File: src/rtl/csr_access_ctrl_if.sv
// Request/response and CSR-file port bundle for csr_access_ctrl.
// The slave view is the controller; the master view is the execute stage plus CSR file.
interface csr_access_ctrl_if #(
  parameter int ADDR_WIDTH = 12,
  parameter int DATA_WIDTH = 32
);
  logic                  req_valid;
  logic                  req_ready;
  logic [2:0]            req_op;
  logic [ADDR_WIDTH-1:0] req_addr;
  logic [DATA_WIDTH-1:0] req_src;
  logic [31:0]           req_pc;

  logic                  resp_valid;
  logic                  resp_ready;
  logic [DATA_WIDTH-1:0] resp_data;
  logic                  resp_redirect;
  logic                  resp_err;

  logic [ADDR_WIDTH-1:0] csr_raddr;
  logic [DATA_WIDTH-1:0] csr_rdata;
  logic                  csr_wen;
  logic [ADDR_WIDTH-1:0] csr_waddr;
  logic [DATA_WIDTH-1:0] csr_wdata;

  modport slave (
    input  req_valid, req_op, req_addr, req_src, req_pc, resp_ready, csr_rdata,
    output req_ready, resp_valid, resp_data, resp_redirect, resp_err,
           csr_raddr, csr_wen, csr_waddr, csr_wdata
  );

  modport master (
    output req_valid, req_op, req_addr, req_src, req_pc, resp_ready, csr_rdata,
    input  req_ready, resp_valid, resp_data, resp_redirect, resp_err,
           csr_raddr, csr_wen, csr_waddr, csr_wdata
  );
endinterface

File: src/rtl/csr_access_ctrl.sv
// Sequences CSR instructions, ECALL and MRET into ordered single-port CSR file
// read/write cycles, with valid/ready handshakes on request and response.
//
// state      | meaning
// -----------+-------------------------------------------------------
// IDLE       | waiting for a request (req_ready=1 once out of reset)
// READ       | read target CSR (or mepc for MRET) into old_r
// WRITE      | write modified value back (suppressed for RS/RC with src==0)
// TRAP_CAUSE | ECALL: write ECALL_CAUSE to mcause
// TRAP_EPC   | ECALL: write latched pc to mepc
// TRAP_VEC   | ECALL: read mtvec into old_r
// RESP       | present response, hold until resp_ready
module csr_access_ctrl #(
  parameter int                    ADDR_WIDTH  = 12,
  parameter int                    DATA_WIDTH  = 32,
  parameter logic [ADDR_WIDTH-1:0] MTVEC_ADDR  = 'h305,
  parameter logic [ADDR_WIDTH-1:0] MEPC_ADDR   = 'h341,
  parameter logic [ADDR_WIDTH-1:0] MCAUSE_ADDR = 'h342,
  parameter logic [DATA_WIDTH-1:0] ECALL_CAUSE = 'h0000000b
) (
  input  logic             clk,
  input  logic             rst,
  csr_access_ctrl_if.slave bus
);

  localparam logic [2:0] OP_RW    = 3'd0;
  localparam logic [2:0] OP_RS    = 3'd1;
  localparam logic [2:0] OP_RC    = 3'd2;
  localparam logic [2:0] OP_ECALL = 3'd3;
  localparam logic [2:0] OP_MRET  = 3'd4;

  typedef enum logic [2:0] {
    S_IDLE       = 3'd0,
    S_READ       = 3'd1,
    S_WRITE      = 3'd2,
    S_TRAP_CAUSE = 3'd3,
    S_TRAP_EPC   = 3'd4,
    S_TRAP_VEC   = 3'd5,
    S_RESP       = 3'd6
  } state_t;

  state_t                state, state_nxt;
  logic                  ready_r;
  logic [2:0]            op_r;
  logic [ADDR_WIDTH-1:0] addr_r;
  logic [DATA_WIDTH-1:0] src_r;
  logic [31:0]           pc_r;
  logic [DATA_WIDTH-1:0] old_r;
  logic                  accept;
  logic                  op_reserved;

  assign accept      = bus.req_valid && ready_r && (state == S_IDLE);
  assign op_reserved = (op_r > OP_MRET);

  always_ff @(posedge clk or negedge rst) begin
    if (!rst) state <= S_IDLE;
    else      state <= state_nxt;
  end

  // ready_r is registered so it only rises on the first edge after reset release.
  always_ff @(posedge clk or negedge rst) begin
    if (!rst) begin
      ready_r <= 1'b0;
      op_r    <= '0;
      addr_r  <= '0;
      src_r   <= '0;
      pc_r    <= '0;
      old_r   <= '0;
    end else begin
      ready_r <= (state_nxt == S_IDLE);
      if (accept) begin
        op_r   <= bus.req_op;
        addr_r <= bus.req_addr;
        src_r  <= bus.req_src;
        pc_r   <= bus.req_pc;
        old_r  <= '0;
      end else if (state == S_READ || state == S_TRAP_VEC) begin
        old_r <= bus.csr_rdata;
      end
    end
  end

  always_comb begin
    state_nxt = state;
    unique case (state)
      S_IDLE: begin
        if (accept) begin
          case (bus.req_op)
            OP_RW, OP_RS, OP_RC, OP_MRET: state_nxt = S_READ;
            OP_ECALL:                     state_nxt = S_TRAP_CAUSE;
            default:                      state_nxt = S_RESP;
          endcase
        end
      end
      S_READ:       state_nxt = (op_r == OP_MRET) ? S_RESP : S_WRITE;
      S_WRITE:      state_nxt = S_RESP;
      S_TRAP_CAUSE: state_nxt = S_TRAP_EPC;
      S_TRAP_EPC:   state_nxt = S_TRAP_VEC;
      S_TRAP_VEC:   state_nxt = S_RESP;
      S_RESP:       if (bus.resp_ready) state_nxt = S_IDLE;
      default:      state_nxt = S_IDLE;
    endcase
  end

  always_comb begin
    bus.req_ready     = ready_r;
    bus.resp_valid    = 1'b0;
    bus.resp_data     = '0;
    bus.resp_redirect = 1'b0;
    bus.resp_err      = 1'b0;
    bus.csr_raddr     = '0;
    bus.csr_wen       = 1'b0;
    bus.csr_waddr     = '0;
    bus.csr_wdata     = '0;
    unique case (state)
      S_READ: begin
        bus.csr_raddr = (op_r == OP_MRET) ? MEPC_ADDR : addr_r;
      end
      S_WRITE: begin
        bus.csr_waddr = addr_r;
        // Set/clear with a zero mask must not write, so read-only CSRs stay quiet.
        bus.csr_wen   = (op_r == OP_RW) || (src_r != '0);
        case (op_r)
          OP_RS:   bus.csr_wdata = old_r | src_r;
          OP_RC:   bus.csr_wdata = old_r & ~src_r;
          default: bus.csr_wdata = src_r;
        endcase
      end
      S_TRAP_CAUSE: begin
        bus.csr_wen   = 1'b1;
        bus.csr_waddr = MCAUSE_ADDR;
        bus.csr_wdata = ECALL_CAUSE;
      end
      S_TRAP_EPC: begin
        bus.csr_wen   = 1'b1;
        bus.csr_waddr = MEPC_ADDR;
        bus.csr_wdata = DATA_WIDTH'(pc_r);
      end
      S_TRAP_VEC: begin
        bus.csr_raddr = MTVEC_ADDR;
      end
      S_RESP: begin
        bus.resp_valid    = 1'b1;
        bus.resp_data     = old_r;
        bus.resp_redirect = (op_r == OP_ECALL) || (op_r == OP_MRET);
        bus.resp_err      = op_reserved;
      end
      default: ;
    endcase
  end

endmodule

File: src/flat_wrapper.sv
// flat-port wrapper written by rule: the top's interface ports become plain ports
module csr_access_ctrl_flat 
#(
  parameter int                    ADDR_WIDTH  = 12,
  parameter int                    DATA_WIDTH  = 32,
  parameter logic [ADDR_WIDTH-1:0] MTVEC_ADDR  = 'h305,
  parameter logic [ADDR_WIDTH-1:0] MEPC_ADDR   = 'h341,
  parameter logic [ADDR_WIDTH-1:0] MCAUSE_ADDR = 'h342,
  parameter logic [DATA_WIDTH-1:0] ECALL_CAUSE = 'h0000000b
)
  (clk, rst, bus_req_valid, bus_req_op, bus_req_addr, bus_req_src, bus_req_pc, bus_resp_ready, bus_csr_rdata, bus_req_ready, bus_resp_valid, bus_resp_data, bus_resp_redirect, bus_resp_err, bus_csr_raddr, bus_csr_wen, bus_csr_waddr, bus_csr_wdata);
  csr_access_ctrl_if #(.ADDR_WIDTH(ADDR_WIDTH), .DATA_WIDTH(DATA_WIDTH)) bus_i ();
  input  logic clk;
  input  logic rst;
  input wire logic [$bits(bus_i.req_valid)-1:0] bus_req_valid;
  input wire logic [$bits(bus_i.req_op)-1:0] bus_req_op;
  input wire logic [$bits(bus_i.req_addr)-1:0] bus_req_addr;
  input wire logic [$bits(bus_i.req_src)-1:0] bus_req_src;
  input wire logic [$bits(bus_i.req_pc)-1:0] bus_req_pc;
  input wire logic [$bits(bus_i.resp_ready)-1:0] bus_resp_ready;
  input wire logic [$bits(bus_i.csr_rdata)-1:0] bus_csr_rdata;
  output wire logic [$bits(bus_i.req_ready)-1:0] bus_req_ready;
  output wire logic [$bits(bus_i.resp_valid)-1:0] bus_resp_valid;
  output wire logic [$bits(bus_i.resp_data)-1:0] bus_resp_data;
  output wire logic [$bits(bus_i.resp_redirect)-1:0] bus_resp_redirect;
  output wire logic [$bits(bus_i.resp_err)-1:0] bus_resp_err;
  output wire logic [$bits(bus_i.csr_raddr)-1:0] bus_csr_raddr;
  output wire logic [$bits(bus_i.csr_wen)-1:0] bus_csr_wen;
  output wire logic [$bits(bus_i.csr_waddr)-1:0] bus_csr_waddr;
  output wire logic [$bits(bus_i.csr_wdata)-1:0] bus_csr_wdata;
  assign bus_i.req_valid = bus_req_valid;
  assign bus_i.req_op = bus_req_op;
  assign bus_i.req_addr = bus_req_addr;
  assign bus_i.req_src = bus_req_src;
  assign bus_i.req_pc = bus_req_pc;
  assign bus_i.resp_ready = bus_resp_ready;
  assign bus_i.csr_rdata = bus_csr_rdata;
  assign bus_req_ready = bus_i.req_ready;
  assign bus_resp_valid = bus_i.resp_valid;
  assign bus_resp_data = bus_i.resp_data;
  assign bus_resp_redirect = bus_i.resp_redirect;
  assign bus_resp_err = bus_i.resp_err;
  assign bus_csr_raddr = bus_i.csr_raddr;
  assign bus_csr_wen = bus_i.csr_wen;
  assign bus_csr_waddr = bus_i.csr_waddr;
  assign bus_csr_wdata = bus_i.csr_wdata;
  csr_access_ctrl #(.ADDR_WIDTH(ADDR_WIDTH), .DATA_WIDTH(DATA_WIDTH), .MTVEC_ADDR(MTVEC_ADDR), .MEPC_ADDR(MEPC_ADDR), .MCAUSE_ADDR(MCAUSE_ADDR), .ECALL_CAUSE(ECALL_CAUSE)) u_core (.clk(clk), .rst(rst), .bus(bus_i));
endmodule
File: config.mk
export PLATFORM = sky130hd
export DESIGN_NAME = csr_access_ctrl_flat
export DESIGN_NICKNAME = d
export VERILOG_FILES = /design/src/rtl/csr_access_ctrl_if.sv /design/src/rtl/csr_access_ctrl.sv /design/src/flat_wrapper.sv
export SDC_FILE = /design/constraint.sdc
export NUM_CORES = 1
export LEC_CHECK = 0
export CAP_MARGIN = 20
export CORE_MARGIN = 2
export CORE_UTILIZATION = 45
export DETAILED_ROUTE_END_ITERATION = 8
export PLACE_DENSITY = 0.8
export SYNTH_ARGS = -nofsm -noshare
export SYNTH_HDL_FRONTEND = slang
export SYNTH_SLANG_ARGS = --single-unit
File: constraint.sdc
create_clock -name clk -period 3.85 [get_ports clk]
set_clock_uncertainty 0.1 [all_clocks]
set_input_delay 1.155 -clock clk [delete_from_list [all_inputs] [get_ports clk]]
set_output_delay 1.155 -clock clk [all_outputs]
set_load 0.02 [all_outputs]
# [Yosys cells after proc, flatten, opt, wreduce, memory -nomap -nowiden]
# Index checks and enable logic that the tools add are counted.
[totals] reg_bits=115 input_bits=115 output_inout_bits=93
[op_classes] magnitude_cmp=1 eq_ne=14 muxes=17 bitwise=3 reduce_logical=14
[ops] op="32-bit 2-to-1 mux" n=3
[ops] op="32-bit one-hot mux with 3 select lines" n=1
[ops] op="32-bit one-hot mux with 2 select lines" n=1
[ops] op="12-bit one-hot mux with 3 select lines" n=1
[ops] op="32-bit bitwise AND" n=1
[ops] op="32-bit NOT" n=1
[ops] op="32-bit OR" n=1
[ops] op="32-bit nonzero test" n=1
[ops] op="12-bit one-hot mux with 2 select lines" n=1
[ops] op="3-bit by 2-bit == test with 1-bit output (second input constant)" n=6
[ops] op="3-bit one-hot mux with 6 select lines" n=1
[ops] op="3-bit == test (second input constant)" n=5
[ops] op="3-bit logical NOT" n=4
[ops] op="12-bit 2-to-1 mux" n=1
[ops] op="3-bit by 1-bit == test with 1-bit output (second input constant)" n=3
[ops] op="3-bit 2-to-1 mux" n=3
[ops] op="3-bit one-hot mux with 2 select lines" n=1
[ops] op="2-bit OR reduction" n=2
[ops] op="4-bit OR reduction" n=1
[ops] op="3-bit > comparator (second input constant)" n=1
[ops] op="1-bit logical OR" n=3
[ops] op="1-bit 2-to-1 mux" n=3
[ops] op="1-bit logical AND" n=2
[ops] op="1-bit one-hot mux with 2 select lines" n=1
[ops] op="2-bit nonzero test" n=1

# [Depth between registers and ports, before layout]
[logic_depth] depth_word=6 depth_mapped=8 mapped_depth_nobuf=4

# [Worst setup path after synthesis]
# Ideal clock, no wire load.
[synth_path] path_kind="reg-to-output" start="register u_core.state[2]" end="output bus_csr_wdata[10]" arrival_ns=1.661 t_required_ns=2.595 path_slack_ns=0.934 path_stages_with_launch=7 n_path_buf=3 cell_sequence="dfrtp_1 nand2b_1 buf_2 or2_1 clkbuf_2 buf_2 o21ai_0"
[synth_via] elab_chain_cells=2
[synth_lines] item="from (decl)" line="csr_access_ctrl.sv:42" source="state_t state, state_nxt;"
[synth_lines] item="from (signal assigned)" line="csr_access_ctrl.sv:57" source="else state <= state_nxt;"
[synth_lines] item="3-bit == test or 3-bit by 2-bit == test with 1-bit output (tied branches)" line="csr_access_ctrl.sv:115" source="unique case (state)"
[synth_lines] item="32-bit one-hot mux with 3 select lines (*)" line="csr_access_ctrl.sv:115"
[synth_lines] item="to (decl)" line="flat_wrapper.sv:30" source="output wire logic [$bits(bus_i.csr_wdata)-1:0] bus_csr_wdata;"
# Every way passes the cells marked *; elsewhere a longest branch is shown, timed or not.

# [Worst setup path in the final report]
[layout_path] start="register u_core.op_r[0]" end="output bus_csr_wdata[0]"
[layout_via] elab_chain_cells=3
[layout_lines] item="from (decl)" line="csr_access_ctrl.sv:44" source="logic [2:0] op_r;"
[layout_lines] item="from (signal assigned)" line="csr_access_ctrl.sv:72" source="op_r <= bus.req_op;"
[layout_lines] item="3-bit by 2-bit == test with 1-bit output or 3-bit by 1-bit == test with 1-bit output (tied branches)" line="csr_access_ctrl.sv:123" source="case (op_r)"
[layout_lines] item="32-bit one-hot mux with 2 select lines (*)" line="csr_access_ctrl.sv:123"
[layout_lines] item="32-bit one-hot mux with 3 select lines (*)" line="csr_access_ctrl.sv:115"
# Marks and branches as above.

==> metrics.txt <==
GRT Util Overall 26.2%; YS warnings 0; Layout Area Growth over Synthesis 47.0%; drt wl/cell 18.9 um; leak pwr 3.71 nW; DRT iter0 DRCs 576; asr flop ratio synth 100%; Post CTS Setup Buffer Count 0; Placement Setup Slack 0.418 ns; Placement Cell Area 8070 sq um; critical path type reg -> out; Max-slew headroom 52.8%; GRT overflow 0; drt pass-1 iters 7; die width 119 um; Synth area leader dfrtp_1; final slew viol count 0; Overall Power 0.00702 W; Data required, critical path 2.59 ns; most frequent cells in the layout clkdlybuf4s50_1, dfrtp_1, nand2_1, mux2_2, and2_1; row count 41; status complete, no violations; RSZ-0062 raised after global routing false; Die H 119 um; DR vias 5195; port buffer count 207; Final ANT Viol Nets 0; CTS tree done; VDD IR max 0.473 mV; post-synth cell types 39; FMAX 267 MHz; CP arrival 2.49 ns; setup_tns 0 ns; Max Cap Viol 0; Cells after Synth 579; Detail Placement HPWL 13200 um; Sinks on Clock Net 115; cell area after layout 8690 sq um; Worst Setup End Kind output port; Synth area leaders dfrtp_1, mux2_2, nand2_1; Final Hold Slack 0.409 ns; Slew @ Worst Pin 0.708 ns; Worst-path clk slew 0.05 ns; CTS H-tree lvls 4; Top Ports 208; Power per Cell Area 808 nW/um^2; DIE AREA 14100 sq um; r2r setup slk 1.75 ns; layout cell share with drive strength beyond 1 17.6%; Post-synth EDFFs 0; sequential fraction of the synthesis area 48.7%; CP max FO 32; clock period minus worst slack 3.74 ns; first-pass GRT wire length 28200 um; Initial Util 46.4%; Worst Slack Setup Final 0.109 ns; Worst-Skew Late Latency 0.41 ns; Vias/cell 5.40; Clock Tree Root clkbuf_16; final setup fails 0; Top FF cell, synth dfrtp_1; vias in the first global route 5129; min-delay worst type reg -> reg; CP startpoint kind flop; reg2reg path depth 4; Fin. Hold Viols 0; fin crit share 97.2%; Seq cells post-synth 115; drt drc 0; leading cell type in the layout, fill and taps excluded clkdlybuf4s50_1; Routed Wire Length 18200 um; CTS Buf Count 17; Syn Nets 694; hold path cells 1; cell area after synthesis 5910 sq um; initial antenna violation count 1; core area 12700 sq um; CTS Buffer Depth 2; Avg Cell Area, Syn 10.2 sq um; Placer Congestion 0.868; Yosys top cell area share 48.7%; Layout Nets 890; largest net degree at the start of global routing 64
[synthesized netlist by cell type (all sizes together), types with 7 or more instances]
cell type	number
mux2	79
nor2b	33
a21oi	35
a22oi	29
o21ai	38
nand2	104
nor2	18
and2	47
dfrtp	115
nor4	7
buf	27
clkbuf	18
[metal layers]
metal	global-route usage [%]	part of all wire, %	wire, um
met3	7.43	7.5	1360
met2	41.0	48	8800
met4	10.2	2.3	410
met1	34.4	42	7640
met5	0	0	0
[area by class of cell]
type,instances,area (sq um)
fill,984,4040
tap,172,215
antenna,2,5.00
multi-input combinational,419,2790
clock buffer,22,464
sequential,115,2880
timing repair buffer,222,2230
clock inverter,10,108
[registers in the layout, summed over array words and instances (netlist names)]
register              flops
u_core.old_r             32
u_core.pc_r              32
u_core.src_r             32
u_core.addr_r            12
u_core.op_r               3
u_core.state              3
u_core.bus.req_ready      1
[logic make-up (layout without fill, tap and decap cells)]
kind of cell | count (synthesis) | after routing | share of synthesized area, %
and+or+nand+nor | 226 | 226 | 19.1
DFF | 115 | 115 | 48.7
AOI/OAI and AO/OA | 112 | 112 | 11.3
muxes | 79 | 79 | 15.8
buffers and inverters | 45 | 254 | 4.79
adders and majority gates | 1 | 1 | 0.169
xor gates and xnor gates | 1 | 1 | 0.148
other | 0 | 2 | 0
[repair_timing]
action,in CTS,in global routing
setup endpoints to repair,1,35
hold buffers,0,0
resized for setup,1,11
[power breakdown]
part           leakage, nW  switching [W]  total, W  internal, W
clock                0.276       0.000534   0.00151     0.000978
combinational         1.96        0.00163   0.00317      0.00154
sequential            1.48       0.000554   0.00234      0.00178
[metrics by stage]
step	util (%)	cells
2_1_floorplan	-	579
3_3_place_gp	63.4	928
3_5_place_dp	63.4	928
4_1_cts	68.0	960
5_1_grt	68.3	961
6_report	68.3	962
[worst max-delay path, cell delays in order (launching register included)]
cell	delay, ns
dfrtp_1	0.44
or3b_1	0.40
buf_4	0.26
a221oi_2	0.31
o21ai_1	0.09
clkdlybuf4s50_1	0.56
[final timing paths]
check,from,end
setup / recovery,u_core.op_r[0],bus_csr_wdata[0]
hold reg to reg,u_core.pc_r[19],u_core.pc_r[19]
min in group asynchronous,rst,u_core.pc_r[25]
setup reg to reg,u_core.state[0],u_core.src_r[9]
max in group asynchronous,rst,u_core.old_r[12]
hold / removal,u_core.pc_r[19],u_core.pc_r[19]
No activity file was read; power rests on OpenSTA's default activity.
==> RTL edit 1, RTL diff (same settings) <==
Re-encode `state_t` (7 states) as one-hot, 7 bits wide.
--- a/src/rtl/csr_access_ctrl.sv
+++ b/src/rtl/csr_access_ctrl.sv
@@ -30,12 +30,12 @@
   localparam logic [2:0] OP_MRET  = 3'd4;
 
-  typedef enum logic [2:0] {
-    S_IDLE       = 3'd0,
-    S_READ       = 3'd1,
-    S_WRITE      = 3'd2,
-    S_TRAP_CAUSE = 3'd3,
-    S_TRAP_EPC   = 3'd4,
-    S_TRAP_VEC   = 3'd5,
-    S_RESP       = 3'd6
+  typedef enum logic [6:0] {
+    S_IDLE       = 7'b0000001,
+    S_READ       = 7'b0000010,
+    S_WRITE      = 7'b0000100,
+    S_TRAP_CAUSE = 7'b0001000,
+    S_TRAP_EPC   = 7'b0010000,
+    S_TRAP_VEC   = 7'b0100000,
+    S_RESP       = 7'b1000000
   } state_t;
 
Function: no difference found for any inputs over 10 cycles, from zero or initial values and one cycle with rst low; not proved beyond that.
==> RTL edit 1 against the unedited design <==
- the flow now finishes with violations (setup timing)
- sequential cell count is 4 higher
- total power decreased by 15%
- area after synthesis up 2.4%
- sequential share of layout area up 0.090 points
- global-route usage fell by 0.49 points
- routed wire length grew 0.20%
- worst setup slack worse by 0.11 ns
- final area increased by 3.3%
- cell count down 4.1%
- count of clock-buffer cells in the layout is 5 higher
==> RTL edit 1: results <==
[detailed_routing]
drt-total-wl_um = 18200
drt-met1-wl_um = 7810
drt_pass1_iterations = 5
drt-initial-drc-count = 417
met3RoutedLength_um = 1190

[critical_path]
slowest_delay_ns = 0.60
cp_max_fo = 16
worstRegToRegCells = 6
cp.arrival_ns = 2.60

[power]
ir_worst_vdd_v = 0.000364
clockPowerShare_pct = 24.5
pwr-share-seq_pct = 40.9
p_int_mw = 3.90
powerSeq_mw = 2.43
p_leak_nw = 4.20

[placed_design]
dp_cells = 890
dpl_worst_slack_ns = 0.178
gp_congestion = 0.846
dpl-instance-area_mm2 = 0.00839
hpwl_um = 12800

[grt]
grt_pass1_wl_um = 28300
use_met1_pct = 32.5
grt_pass1_vias = 5275
grt_util_all_layers_pct = 25.7
grt_use_met3_pct = 7.18
antenna_found_initial = 0
grt_max_degree = 97

[layout]
area_delta_synth_final_pct = 48.2
antennaDiodeCount = 0
n_fill_cell = 993
final_nets = 851

[yosys]
synthMuxAreaShare_pct = 20.2
ys_seq_area_share_pct = 49.2
synthXorXnorAreaFrac_pct = 0.579
synth_compound_area_share_pct = 11.4
avgSynthCellArea_um2 = 11.6
synthesis.nets = 637
synth_adder_area_share_pct = 0
synth_area_leaders = "dfrtp_1, mux2_2, mux2i_1, and2_1, o2bb2ai_1"

[timing]
setup_viol_count_final = 1
setup_slack_ns = -0.000895
tightest_slew_ns = 0.794
fin_tns_setup_ns = -0.000895

[clock_tree]
cts_resized = 35

[outcome]
status = "finished, violations left"
violations = "setup timing"
-- RTL edit 1: changes by cell type in the layout (fill, tap and decap cells not counted), moves of 24 or more --
cell,before,now
nand2_1,104,8
clkdlybuf4s50_1,203,166
mux2i_1,0,33
dlygate4sd2_1,0,30
o21ai_0,37,7
a21oi_1,35,6
o2bb2ai_1,0,29
nor2_1,15,39
-- RTL edit 1: worst paths after layout --
| path | end | slack [ns] |
|---|---|---|
| worst max register to register | u_core.old_r[13] | 1.32 |
| max in group asynchronous | u_core.old_r[18] | 2.25 |
| min in group asynchronous | u_core.old_r[28] | 0.55 |
| worst min register to register | u_core.pc_r[6] | 0.39 |
| worst max-delay path | bus_csr_waddr[0] | -0.0009 |
| worst min-delay path | u_core.pc_r[6] | 0.39 |
-- RTL edit 1: cell type report --
type / instances / share of cell area, %
sequential: 119 / 33.2
multi-input combinational: 367 / 32.6
timing repair buffer: 231 / 25.7
clock inverter: 3 / 0.474
tap: 176 / 2.45
clock buffer: 27 / 5.50
==> RTL edit 2, RTL diff (config.mk and constraints unchanged) <==
Without the edit above. `ADDR_WIDTH` is set to 12 in 3 places; all go to 13.
--- a/src/rtl/csr_access_ctrl_if.sv
+++ b/src/rtl/csr_access_ctrl_if.sv
@@ -2,5 +2,5 @@
 // The slave view is the controller; the master view is the execute stage plus CSR file.
 interface csr_access_ctrl_if #(
-  parameter int ADDR_WIDTH = 12,
+  parameter int ADDR_WIDTH = 13,
   parameter int DATA_WIDTH = 32
 );
--- a/src/rtl/csr_access_ctrl.sv
+++ b/src/rtl/csr_access_ctrl.sv
@@ -12,5 +12,5 @@
 // RESP       | present response, hold until resp_ready
 module csr_access_ctrl #(
-  parameter int                    ADDR_WIDTH  = 12,
+  parameter int                    ADDR_WIDTH  = 13,
   parameter int                    DATA_WIDTH  = 32,
   parameter logic [ADDR_WIDTH-1:0] MTVEC_ADDR  = 'h305,
--- a/src/flat_wrapper.sv
+++ b/src/flat_wrapper.sv
@@ -2,5 +2,5 @@
 module csr_access_ctrl_flat 
 #(
-  parameter int                    ADDR_WIDTH  = 12,
+  parameter int                    ADDR_WIDTH  = 13,
   parameter int                    DATA_WIDTH  = 32,
   parameter logic [ADDR_WIDTH-1:0] MTVEC_ADDR  = 'h305,
Interface: changed (resized bus_csr_raddr, bus_csr_waddr and bus_req_addr); port bits go from 208 to 211. No check against the original RTL was run, so the function may have changed too.
==> RTL edit 2 against the unedited design <==
- the run now ends with setup timing left
- via count is 2.2% lower
- routed wire length rose by 0.44%
- sequential cell count is 1 higher
- worst setup slack worse by 0.11 ns
- maximum frequency shrank 3.0%
- total power fell by 0.54%
- final area is essentially flat
- area after synthesis is 0.42% higher
- synthesized cell count rose by 0.69%
- largest cell class unchanged
- largest power group unchanged
==> RTL edit 2: results <==
[critical_path]
worstRegToRegCells = 4
cp-endpoint = "bus_csr_wdata[13]"
ff2ff_setup_slack_ns = 1.89
reg2reg_to = "u_core.pc_r[22]"
slowest_stage = "clkdlybuf4s50_1"
crit_family = "buffers and inverters"
critPathLaunch = "u_core.op_r[0]"
cp_max_fo = 23
rr_startpoint = "u_core.state[0]"
slowest_delay_ns = 0.57
cp.arrival_ns = 2.60

[yosys]
synth_area_leaders = "dfrtp_1, mux2_2, nand2_1, and2_1, a22oi_1"
ys_types = 39
ys_seq_area_share_pct = 48.9
yosys_warnings = 0
synthFlopType = "dfrtp_1"
synthesis.nets = 699
synthArstFlopShare_pct = 100
synth_common_cells = "dfrtp_1, nand2_1, mux2_2"

[clock_tree]
cts_buffer_depth = 2
cts-buffers-inserted = 17
postCtsSetupRepairBufs = 0
htree_levels = 4
root_buffer = "clkbuf_16"
clk_pin_slew_ns = 0.05
worstSkewPairLatency_ns = 0.41

[timing]
setup_viol_count_final = 1
setup_slack_ns = -0.00555
maxSlewHeadroom_pct = 58.8
holdWs_ns = 0.409

[grt]
grt_pass1_wl_um = 28700
grt_max_degree = 78
grt_pass1_vias = 5237
antenna_found_initial = 0
grt_overflow = 0
grt_util_all_layers_pct = 26.4

[placed_design]
io_buffers = 210
gp_congestion = 0.860
dpl-instance-area_mm2 = 0.00811
hpwl_um = 13600
dpl_worst_slack_ns = 0.431

[detailed_routing]
drt-total-wl_um = 18300
drt_pass1_iterations = 4
vias = 5081
drt-initial-drc-count = 425

[outcome]
violations = "setup timing"
status = "finished, violations left"

[min_path]
whs_path_depth = 1
hp-start = "u_core.pc_r[19]"
hp-class = "reg -> reg"
hold_path_end = "u_core.pc_r[19]"

[power]
switchingPower_mw = 2.71
ir_worst_vdd_v = 0.000420
p_leak_nw = 3.71

[layout]
antennaDiodeCount = 0
final_nets = 898
n_fill_cell = 1022
reg_top3 = "u_core.old_r: 32 flops, u_core.pc_r: 32 flops, u_core.src_r: 32 flops"
drive_gt1_share_pct = 17.2
RTL edit 2: power groups by stage:
stage	sequential (mW)	clock, mW	combinational (mW)
finish	2.35	1.44	3.19
detailed placement	2.34	0	3.16
floorplan	2.11	0	2.04
global placement	2.33	0	3.07
global route	2.43	1.52	3.44
CTS	2.33	1.46	3.18
RTL edit 2: timing repair:
item / CTS / global route
pin swaps: 0 / 0
endpoints found under the setup margin: 1 / 40
gates resized for setup: 1 / 7
RTL edit 2: cells by family (layout without fill, tap and decap cells):
family,Yosys count,in the layout,synth area share [%]
AOI/OAI and AO/OA,112,112,11.3
xor gates and xnor gates,1,1,0.148
adders and majority gates,1,1,0.169
buffers and inverters,45,255,4.87
DFF,116,116,48.9
muxes,80,80,15.2
and+or+nand+nor,228,228,19.4
RTL edit 2: metal layers:
metal | vias up | GRT usage (%) | part of all wire, %
met2 | 171 | 41.4 | 49
met3 | 16 | 5.60 | 6.2
met1 | 2487 | 36.8 | 44
li1 | 2407 | - | -
met5 | - | 0 | 0
met4 | 0 | 8.63 | 1.4
RTL edit 2: per-stage QoR:
stage / instances / power, mW / TNS (ns) / utilization, %
floorplan: 583 / 4.15 / 0 / -
global placement: 934 / 5.40 / 0 / 63.7
detailed placement: 935 / 5.50 / 0 / 63.8
CTS: 965 / 6.98 / 0 / 68.1
global route: 965 / 7.39 / -0.115 / 68.3
finish: 965 / 6.98 / -0.00555 / 68.3
RTL edit 2: area by class of cell:
type	instances	area, µm²	share of cell area [%]
sequential	116	2910	33.5
multi-input combinational	422	2760	31.8
timing repair buffer	225	2250	26.0
clock buffer	25	495	5.71
tap	172	215	2.48
clock inverter	5	50.0	0.576
